===== src/rtl/mips_pkg.sv =====
// mips_pkg: shared constants and types for the MIPS fetch/decode slice.
//   STATE_W / S_*     : fetch FSM state encoding
//   INST_W/PC_W/JIDX_W: instruction, PC and jump-index widths
//   NOP               : all-zero instruction word
//   fetch_pkt_t       : registered instruction word plus its PC
//   word_align()      : clears the byte-offset bits of an address
package mips_pkg;

    localparam int unsigned INST_W  = 32;
    localparam int unsigned PC_W    = 32;
    localparam int unsigned JIDX_W  = 26;
    localparam int unsigned STATE_W = 2;

    localparam logic [STATE_W-1:0] S_REQ  = 2'd0;
    localparam logic [STATE_W-1:0] S_WAIT = 2'd1;
    localparam logic [STATE_W-1:0] S_HOLD = 2'd2;

    localparam logic [INST_W-1:0] NOP = 32'h0000_0000;

    typedef struct packed {
        logic [PC_W-1:0]   pc;
        logic [INST_W-1:0] inst;
    } fetch_pkt_t;

    function automatic logic [PC_W-1:0] word_align(input logic [PC_W-1:0] addr);
        return {addr[PC_W-1:2], 2'b00};
    endfunction

endpackage


===== src/rtl/inst_fetch_if.sv =====
// inst_fetch_if: bundles every bus signal of the fetch stage.
//   imem_*     : instruction-memory request (valid/ready) and response (valid)
//   inst*      : registered instruction handed to decode (valid/ready)
//   redirect_* : taken branch from execute
//   jump_*     : J/JAL from decode
// master = fetch stage side, slave = environment (memory, decode, execute).
interface inst_fetch_if;
    import mips_pkg::*;

    logic              imem_req_valid;
    logic              imem_req_ready;
    logic [PC_W-1:0]   imem_addr;
    logic              imem_rsp_valid;
    logic [INST_W-1:0] imem_rsp_data;
    logic              inst_valid;
    logic              inst_ready;
    logic [INST_W-1:0] inst;
    logic [PC_W-1:0]   inst_pc;
    logic              redirect_valid;
    logic [PC_W-1:0]   redirect_pc;
    logic              jump_valid;
    logic [JIDX_W-1:0] jump_index;

    modport master (
        output imem_req_valid, imem_addr, inst_valid, inst, inst_pc,
        input  imem_req_ready, imem_rsp_valid, imem_rsp_data, inst_ready,
               redirect_valid, redirect_pc, jump_valid, jump_index
    );

    modport slave (
        input  imem_req_valid, imem_addr, inst_valid, inst, inst_pc,
        output imem_req_ready, imem_rsp_valid, imem_rsp_data, inst_ready,
               redirect_valid, redirect_pc, jump_valid, jump_index
    );

endinterface


===== src/rtl/fetch_pc_sel.sv =====
// fetch_pc_sel: purely combinational next-PC selection.
//   pc_i             : current fetch PC
//   inst_pc_i        : PC of the instruction held for decode
//   redirect_valid_i : taken branch (highest priority)
//   redirect_pc_i    : branch target, byte offset ignored
//   jump_valid_i     : jump already qualified by a held instruction
//   jump_index_i     : 26-bit jump index field
//   seq_pc_o         : pc_i + 4 (wraps)
//   target_pc_o      : selected redirect target
//   redirect_o       : a redirect of either kind is active
module fetch_pc_sel
    import mips_pkg::*;
(
    input  logic [PC_W-1:0]   pc_i,
    input  logic [PC_W-1:0]   inst_pc_i,
    input  logic              redirect_valid_i,
    input  logic [PC_W-1:0]   redirect_pc_i,
    input  logic              jump_valid_i,
    input  logic [JIDX_W-1:0] jump_index_i,
    output logic [PC_W-1:0]   seq_pc_o,
    output logic [PC_W-1:0]   target_pc_o,
    output logic              redirect_o
);

    logic [PC_W-1:0] inst_pc_plus4_c;
    logic [PC_W-1:0] jump_pc_c;
    logic            unused_c;

    assign seq_pc_o        = pc_i + PC_W'(4);
    assign inst_pc_plus4_c = inst_pc_i + PC_W'(4);

    // Jump keeps the 256 MB segment of the instruction after the jump.
    assign jump_pc_c = {inst_pc_plus4_c[PC_W-1:PC_W-4], jump_index_i, 2'b00};

    // Branch wins over a simultaneous jump.
    always_comb begin
        target_pc_o = seq_pc_o;
        if (redirect_valid_i) begin
            target_pc_o = word_align(redirect_pc_i);
        end else if (jump_valid_i) begin
            target_pc_o = jump_pc_c;
        end
    end

    assign redirect_o = redirect_valid_i | jump_valid_i;

    // Low bits of the segment source and the branch byte offset are don't-care.
    assign unused_c = ^{inst_pc_plus4_c[PC_W-5:0], redirect_pc_i[1:0]};

endmodule


===== src/rtl/inst_fetch.sv =====
// inst_fetch: MIPS instruction-fetch stage. Owns the PC, issues one word
// request at a time to instruction memory and holds the returned word for
// decode until consumed. Branch/jump redirects replace the PC and squash
// any wrong-path word, including one still in flight.
//   clk   : rising-edge clock
//   reset : synchronous, active-high
//   bus   : inst_fetch_if.master (memory, decode and redirect signals)
module inst_fetch
    import mips_pkg::*;
#(
    parameter logic [PC_W-1:0] RESET_PC = 32'h0000_0000
)
(
    input  logic         clk,
    input  logic         reset,
    inst_fetch_if.master bus
);

    logic [STATE_W-1:0] state_q, state_d;
    logic [PC_W-1:0]    pc_q, pc_d;
    logic               discard_q, discard_d;
    logic               inst_valid_q, inst_valid_d;
    fetch_pkt_t         pkt_q, pkt_d;

    logic [PC_W-1:0]    seq_pc_c;
    logic [PC_W-1:0]    target_pc_c;
    logic               redirect_c;
    logic               jump_ok_c;

    // A jump only means something while its instruction is still held.
    assign jump_ok_c = bus.jump_valid & inst_valid_q;

    fetch_pc_sel u_pc_sel (
        .pc_i             (pc_q),
        .inst_pc_i        (pkt_q.pc),
        .redirect_valid_i (bus.redirect_valid),
        .redirect_pc_i    (bus.redirect_pc),
        .jump_valid_i     (jump_ok_c),
        .jump_index_i     (bus.jump_index),
        .seq_pc_o         (seq_pc_c),
        .target_pc_o      (target_pc_c),
        .redirect_o       (redirect_c)
    );

    // State register
    always_ff @(posedge clk) begin
        if (reset) begin
            state_q      <= S_REQ;
            pc_q         <= word_align(RESET_PC);
            discard_q    <= 1'b0;
            inst_valid_q <= 1'b0;
            pkt_q        <= '{pc: '0, inst: NOP};
        end else begin
            state_q      <= state_d;
            pc_q         <= pc_d;
            discard_q    <= discard_d;
            inst_valid_q <= inst_valid_d;
            pkt_q        <= pkt_d;
        end
    end

    // Next-state logic
    always_comb begin
        state_d      = state_q;
        pc_d         = pc_q;
        discard_d    = discard_q;
        inst_valid_d = inst_valid_q;
        pkt_d        = pkt_q;

        if (redirect_c) begin
            pc_d         = target_pc_c;
            inst_valid_d = 1'b0;
        end

        case (state_q)
            S_REQ: begin
                if (bus.imem_req_ready) begin
                    state_d = S_WAIT;
                    // The old address was accepted; its word must be dropped.
                    if (redirect_c) begin
                        discard_d = 1'b1;
                    end
                end
            end

            S_WAIT: begin
                if (redirect_c) begin
                    if (bus.imem_rsp_valid) begin
                        state_d   = S_REQ;
                        discard_d = 1'b0;
                    end else begin
                        discard_d = 1'b1;
                    end
                end else if (bus.imem_rsp_valid) begin
                    state_d = S_REQ;
                    if (discard_q) begin
                        discard_d = 1'b0;
                    end else begin
                        pkt_d        = '{pc: pc_q, inst: bus.imem_rsp_data};
                        inst_valid_d = 1'b1;
                        pc_d         = seq_pc_c;
                        state_d      = S_HOLD;
                    end
                end
            end

            S_HOLD: begin
                // A redirect squashes the held word even if decode is ready.
                if (redirect_c) begin
                    state_d = S_REQ;
                end else if (bus.inst_ready) begin
                    inst_valid_d = 1'b0;
                    state_d      = S_REQ;
                end
            end

            default: begin
                state_d      = S_REQ;
                discard_d    = 1'b0;
                inst_valid_d = 1'b0;
            end
        endcase
    end

    // Request valid is forced low during reset, so it follows the reset input.
    assign bus.imem_req_valid = (state_q == S_REQ) & ~reset;
    assign bus.imem_addr      = pc_q;
    assign bus.inst_valid     = inst_valid_q;
    assign bus.inst           = pkt_q.inst;
    assign bus.inst_pc        = pkt_q.pc;

endmodule

===== src/flat_wrapper.sv =====
// flat-port wrapper written by rule: the top's interface ports become plain ports
module inst_fetch_flat import mips_pkg::*;
#(
    parameter logic [PC_W-1:0] RESET_PC = 32'h0000_0000
)
  (clk, reset, bus_imem_req_valid, bus_imem_addr, bus_inst_valid, bus_inst, bus_inst_pc, bus_imem_req_ready, bus_imem_rsp_valid, bus_imem_rsp_data, bus_inst_ready, bus_redirect_valid, bus_redirect_pc, bus_jump_valid, bus_jump_index);
  inst_fetch_if bus_i ();
  input  logic clk;
  input  logic reset;
  output wire logic [$bits(bus_i.imem_req_valid)-1:0] bus_imem_req_valid;
  output wire logic [$bits(bus_i.imem_addr)-1:0] bus_imem_addr;
  output wire logic [$bits(bus_i.inst_valid)-1:0] bus_inst_valid;
  output wire logic [$bits(bus_i.inst)-1:0] bus_inst;
  output wire logic [$bits(bus_i.inst_pc)-1:0] bus_inst_pc;
  input wire logic [$bits(bus_i.imem_req_ready)-1:0] bus_imem_req_ready;
  input wire logic [$bits(bus_i.imem_rsp_valid)-1:0] bus_imem_rsp_valid;
  input wire logic [$bits(bus_i.imem_rsp_data)-1:0] bus_imem_rsp_data;
  input wire logic [$bits(bus_i.inst_ready)-1:0] bus_inst_ready;
  input wire logic [$bits(bus_i.redirect_valid)-1:0] bus_redirect_valid;
  input wire logic [$bits(bus_i.redirect_pc)-1:0] bus_redirect_pc;
  input wire logic [$bits(bus_i.jump_valid)-1:0] bus_jump_valid;
  input wire logic [$bits(bus_i.jump_index)-1:0] bus_jump_index;
  assign bus_imem_req_valid = bus_i.imem_req_valid;
  assign bus_imem_addr = bus_i.imem_addr;
  assign bus_inst_valid = bus_i.inst_valid;
  assign bus_inst = bus_i.inst;
  assign bus_inst_pc = bus_i.inst_pc;
  assign bus_i.imem_req_ready = bus_imem_req_ready;
  assign bus_i.imem_rsp_valid = bus_imem_rsp_valid;
  assign bus_i.imem_rsp_data = bus_imem_rsp_data;
  assign bus_i.inst_ready = bus_inst_ready;
  assign bus_i.redirect_valid = bus_redirect_valid;
  assign bus_i.redirect_pc = bus_redirect_pc;
  assign bus_i.jump_valid = bus_jump_valid;
  assign bus_i.jump_index = bus_jump_index;
  inst_fetch #(.RESET_PC(RESET_PC)) u_core (.clk(clk), .reset(reset), .bus(bus_i));
endmodule

===== config.mk =====
export PLATFORM = sky130hd
export DESIGN_NAME = inst_fetch_flat
export DESIGN_NICKNAME = d
export VERILOG_FILES = /design/src/rtl/mips_pkg.sv /design/src/rtl/inst_fetch_if.sv /design/src/rtl/fetch_pc_sel.sv /design/src/rtl/inst_fetch.sv /design/src/flat_wrapper.sv
export SDC_FILE = /design/constraint.sdc
export NUM_CORES = 1
export LEC_CHECK = 0
export ABC_AREA = 1
export BUFFER_PORTS_ARGS = -buffer_cell sky130_fd_sc_hd__buf_2
export CAP_MARGIN = 20
export CELL_PAD_IN_SITES_DETAIL_PLACEMENT = 1
export CELL_PAD_IN_SITES_GLOBAL_PLACEMENT = 2
export CORE_ASPECT_RATIO = 1.75
export CORE_MARGIN = 2
export CORE_UTILIZATION = 28
export DETAILED_ROUTE_END_ITERATION = 10
export PLACE_DENSITY_LB_ADDON = 0.1
export SYNTH_ARGS = -nofsm -noshare
export SYNTH_HDL_FRONTEND = slang
export SYNTH_HIERARCHICAL = 1
export SYNTH_SLANG_ARGS = --single-unit

===== constraint.sdc =====
create_clock -name clk -period 4.9 [get_ports clk]
set_input_delay 0.245 -clock clk [delete_from_list [all_inputs] [get_ports clk]]
set_output_delay 0.245 -clock clk [all_outputs]
set_load 0.1 [all_outputs]

# Word level (Yosys, flattened, before mapping)
# Cells that the tools add are included.
# totals
register_bits,100
latch_bits,0
ram_bits,0
romBits,0
out_inout_bits,98
mem_count,0
# op_classes
add_sub_neg,2
multipliers,0
n_div,0
order_cmp,0
n_eq_ne,7
shift,0
muxes,28
bitwise_logic,7
n_reduce_logical,4
# op_table
op,count
32-bit 2-to-1 mux,7
"32-bit by 3-bit adder with 32-bit output, second input constant",2
2-bit 2-to-1 mux,7
1-bit 2-to-1 mux,11
4-bit AND reduction,2
"3-bit by 2-bit inequality test with 1-bit output, second input constant",2
1-bit one-hot mux with 3 select lines,2
2-bit one-hot mux with 3 select lines,1
"2-bit inequality test, second input constant",2
1-bit inverter,4
3-bit AND reduction,1
1-bit bitwise AND,2
"2-bit by 1-bit == test with 1-bit output, second input constant",1
"2-bit == test, second input constant",1
2-bit logical NOT,1
"2-bit by 1-bit inequality test with 1-bit output, second input constant",1
1-bit bitwise OR,1

# Depth between registers and ports, before layout
# logic_depth
depth_word,8
depth_mapped,15
ltp_nobuf,15

# Modules after synthesis
# Netlist, hierarchy kept.
# modules_own_cells
module,instances,cells_per_inst,area_each_um2,seq_area_each_um2
inst_fetch,1,591,4214.0,2001.9
fetch_pc_sel,1,385,1899.3,0.0

# Worst setup path before layout
# No wires, ideal clock.
# synth_timing
path_type,input to output
startpoint,input port reset
endpoint,output port bus_imem_req_valid
arrival_time_ns,2.573
required_time_ns,4.655
slack_ns,2.082
stages,3
path_buffers,2
cell_sequence,clkbuf_1 -> buf_2 -> nor3_1
# synth_between
elab_chain_len,2
# synth_lines
item,line,rtl
"start, declared",flat_wrapper.sv:9,input logic reset;
1-bit inverter,inst_fetch.sv:126,assign bus.imem_req_valid = (state_q == S_REQ) & ~reset;
1-bit bitwise AND,inst_fetch.sv:126,
"end, declared",flat_wrapper.sv:10,output wire logic [$bits(bus_i.imem_req_valid)-1:0] bus_imem_req_valid;
# No other way between the ends.

# Final worst setup path
# layout_timing
startpoint,register u_core.pc_q[2] (netlist: u_core/bus.imem_addr[2])
endpoint,register u_core.pc_q[16] (netlist: u_core/bus.imem_addr[16])
# layout_between
elab_chain_len,8
# layout_lines
item,line,rtl
"start, declared",inst_fetch.sv:20,"logic [PC_W-1:0] pc_q, pc_d;"
"start signal, assigned",inst_fetch.sv:49,pc_q <= word_align(RESET_PC);
"start signal, assigned",inst_fetch.sv:55,pc_q <= pc_d;
32-bit by 3-bit adder with 32-bit output (*),fetch_pc_sel.sv:29,assign seq_pc_o = pc_i + PC_W'(4);
32-bit 2-to-1 mux (*),fetch_pc_sel.sv:40,end else if (jump_valid_i) begin
32-bit 2-to-1 mux (*),fetch_pc_sel.sv:38,if (redirect_valid_i) begin
net u_core.target_pc_c[16],inst_fetch.sv:26,logic [PC_W-1:0] target_pc_c;
32-bit 2-to-1 mux (*),inst_fetch.sv:70,if (redirect_c) begin
32-bit 2-to-1 mux,inst_fetch.sv:96,if (discard_q) begin
32-bit 2-to-1 mux,inst_fetch.sv:94,end else if (bus.imem_rsp_valid) begin
32-bit 2-to-1 mux,inst_fetch.sv:87,if (redirect_c) begin
32-bit 2-to-1 mux (*),inst_fetch.sv:75,case (state_q)
# The timed path passes the listed nets; every way through them passes the cells marked *.
# A chain may end at the register's enable or synchronous reset.

==> results by group <==
Run status
  – Status: finished clean

Worst hold path
  – Worst hold path class: in -> reg

Pwr
  – Maximum vdd drop: 191.8 uV
  – Leak: 3.448 nW
  – Pwr Total: roughly 2.1 mW
  – Cell Pwr Density: around 280 nW/um2

Clock network
  – # Post-CTS Setup Buffers: 0
  – Clock buffer count from CTS: 9
  – Max clock buf depth: 2
  – Number of H-tree levels: 3
  – Clock tree from TritonCTS: done
  – Hold buffers post-CTS: 0
  – PostCTS Resize Cnt: 0
  – Reg clk slew, reported paths: around 80 ps
  – CTS Sinks: 100
  – Worst skew pair latency: approximately 370 ps
  – CTS Root Cell: clkbuf_16

Logic synthesis
  – Syn Area/Cell: ~6.3 um2
  – Post-synth ARST share: 0%
  – Yosys top cell by area: dfxtp_1
  – Yosys reg bits: 100
  – Post-Syn Area: slightly above 6000 um2
  – Sequential area share after synthesis: approximately a third
  – Synth unique cells: 33
  – Ys Warns: 6
  – Count leader, synth: nand2_1
  – Syn_nets: between 1,000 and 1,500
  – Post-synth top flop: dfxtp_1
  – Synth cell count leaders: 360 x nand2_1, 130 x nor2_1, 100 x dfxtp_1
  – Synth Instances: just under 1,000
  – Yosys top cell area share: about a third
  – Dominant cells by area after synthesis: dfxtp_1 33%, nand2_1 22%, nor2_1 8.0%, nand3_1 7.0%, a21oi_1 5.5%
  – Post-synth EDFFs: 0

Placement
  – HPWL after DPL: 17,470 um
  – Pre-CTS setup slack: about 2300 ps
  – Port bufs: between 150 and 200
  – GPL Wtd Cong: 0.8424

Worst setup path
  – Critical path peak fanout: 7
  – CP endpoint kind: register
  – WP data required: about 5200 ps
  – CP endpoint: u_core/bus.imem_addr[16]$_SDFF_PP0_
  – Reg2Reg Depth: 14
  – Startpoint Class: register
  – CP arrival: 2620 ps
  – Critical path type: reg -> reg
  – Worst Setup SP: u_core/bus.imem_addr[2]$_SDFF_PP0_
  – Reg-to-reg startpoint: u_core/bus.imem_addr[2]$_SDFF_PP0_
  – RR Endpoint: u_core/bus.imem_addr[16]$_SDFF_PP0_
  – FF-to-FF setup slack: 2590 ps

Floorplanning
  – Core Box Area: 21,500 um2
  – Die H: 199.5 um
  – DIE AREA: approximately 23,000 um2
  – IO Pins: between 150 and 200
  – Initial Util: between 20% and 30%
  – Cell Rows: 71
  – Die X-Extent: about 120 um

Drt
  – Final wirelength: approximately 24,000 um
  – Starting DRT DRC Count: approximately 260
  – Drt pass-1 iters: 4
  – Residual DRC count: 0
  – DR vias: 6,689
  – Vias per inst: around 4.7
  – Final ANT Viol Nets: 0
  – Routed WL per cell: about 17 um

Global route
  – First-pass GRT wire length: 37,050 um
  – Largest net degree at the start of global routing: 67
  – Total congestion overflow: 0
  – Initial antenna violation count: 1
  – Vias in the first global route: around 7,000
  – All-Layer GR Usage: between 20% and 30%

STA
  – Final worst-path cycle share: a little under half
  – RSZ-0062 raised after global routing: no
  – Rel. slew slack: between 40 and 50%
  – Slew of the pin with the lowest slew margin: about 760 ps
  – Setup TNS: 0 ps
  – Fin. Hold Viols: 0
  – Fin Clk Skew: 11.59 ps
  – Max Freq: about 0.43 GHz
  – Setup violations, final: 0
  – Slew Viols, Final: 0
  – Period minus WS final: around 2300 ps
  – Final Worst Setup Slack: between 2000 and 3000 ps

Run
  – Maxcap violations: 0

Final layout
  – Register area: approximately 2000 um2
  – Nets: approximately 1,200
  – Ratio of cells with drive above 1 in the final layout: 21.64%
  – Antenna Cells: 0
  – FILL cells: slightly below 3,000
  – P&R area growth vs syn: 22.90%
  – Area of the multi-input gates: between 3000 and 4000 um2
[routing by layer]
metal | track usage, % | part of all wire (%) | up-vias | routed length, um
met5 | 0 | 0.046 | - | 11
met1 | 21.89 | 38 | 3141 | 9134
met2 | 40.87 | 55 | 141 | 13080
met3 | 4.277 | 4.8 | 25 | 1143
met4 | 6.790 | 2.0 | 2 | 473
li1 | - | - | 3380 | -
[critical path, stage by stage, from the launching register on]
cell and delay (ps):
dfxtp_1 550, ha_1 290, nand3_2 130, nor2_4 170
nand2_4 110, nor2_4 190, nand2_1 70, nor2_1 110
nor2_1 70, o21bai_1 120, nand2_1 60, and2_1 170
nand2_1 50, nand2_1 60, nor2_1 80
[area by class of cell]
cell class                      count  share of cell area [%]
Clock buffer                       11                   3.231
Clock inverter                      5                  0.8826
Inverter                           54                   2.698
Multi-Input combinational cell    765                   47.89
Sequential cell                   100                   26.64
Tap cell                          292                   4.863
Timing Repair Buffer              202                   13.79
[logic make-up after synthesis]
| logic type | share of synthesized area [%] |
|---|---|
| AO/OA/AOI/OAI | 9.189 |
| XOR/XNOR | 3.766 |
| AND/OR/NAND/NOR | 45.46 |
| adder cells (fa/ha/maj) | 0.2046 |
| buffers and inverters | 8.637 |
| flip-flops | 32.75 |
[registers in the layout (all words and copies together) (netlist names)]
| signal | count |
|---|---|
| u_core/discard_q | 1 |
| u_core/bus.inst_pc | 32 |
| u_core/bus.inst_valid | 1 |
| u_core/state_q | 2 |
| u_core/bus.inst | 32 |
| u_core/bus.imem_addr | 32 |
[how the worst min path moves through the flow]
stage                                     start                          endpoint  slack [ps]  depth (start not counted)
2_1_floorplan             bus_imem_rsp_data[10]  u_core/bus.inst[10]$_SDFFE_PP0P_         410                          2
3_3_place_gp   u_core/bus.inst[16]$_SDFFE_PP0P_  u_core/bus.inst[16]$_SDFFE_PP0P_         450                          2
3_5_place_dp   u_core/bus.inst[15]$_SDFFE_PP0P_  u_core/bus.inst[15]$_SDFFE_PP0P_         450                          2
4_1_cts                   bus_imem_rsp_data[20]  u_core/bus.inst[20]$_SDFFE_PP0P_         130                          3
5_1_grt                   bus_imem_rsp_data[15]  u_core/bus.inst[15]$_SDFFE_PP0P_         130                          3
6_report                  bus_imem_rsp_data[15]  u_core/bus.inst[15]$_SDFFE_PP0P_         140                          3
[report_power, final]
group          leakage (nW)  internal, mW  switching, mW  total [mW]
Sequential            0.811         0.839         0.0539       0.893
Combinational          2.49         0.112          0.341       0.453
Clock                 0.149         0.419          0.360       0.779
[layout by cell type (no fill, tap or decap)]
cell type,n
nand2_1,359
buf_2,192
nor2_1,129
dfxtp_1,100
nand3_1,86
a21oi_1,67
inv_1,54
and2_1,30
a22o_1,13
xor2_1,11
nor2_4,10
buf_4,10
clkbuf_16,9
o211ai_1,7
xnor2_1,6
o21bai_1,6
nor3_1,5
xnor2_2,5
nand4_1,5
nand3b_1,4
nor2_2,4
nand2_4,3
and2_0,3
inv_6,2
a21boi_0,2
nand2_2,2
nand3_2,2
or2_2,2
bufinv_16,1
inv_8,1
clkbuf_8,1
clkinvlp_4,1
clkbuf_1,1
nor3_2,1
or2_1,1
and3_1,1
ha_1,1
[metrics by stage]
stage	hold slack (ps)	utilization, %	instances	instance area (um2)
6_report	142.6	34.95	1429	7513
5_1_grt	133.8	34.95	1429	7513
4_1_cts	126.7	34.95	1429	7513
3_5_place_dp	452.2	33.51	1413	7204
3_3_place_gp	445.4	33.51	1413	7204
2_1_floorplan	409.4	-	976	6113
(Power assumes the default switching activity.)
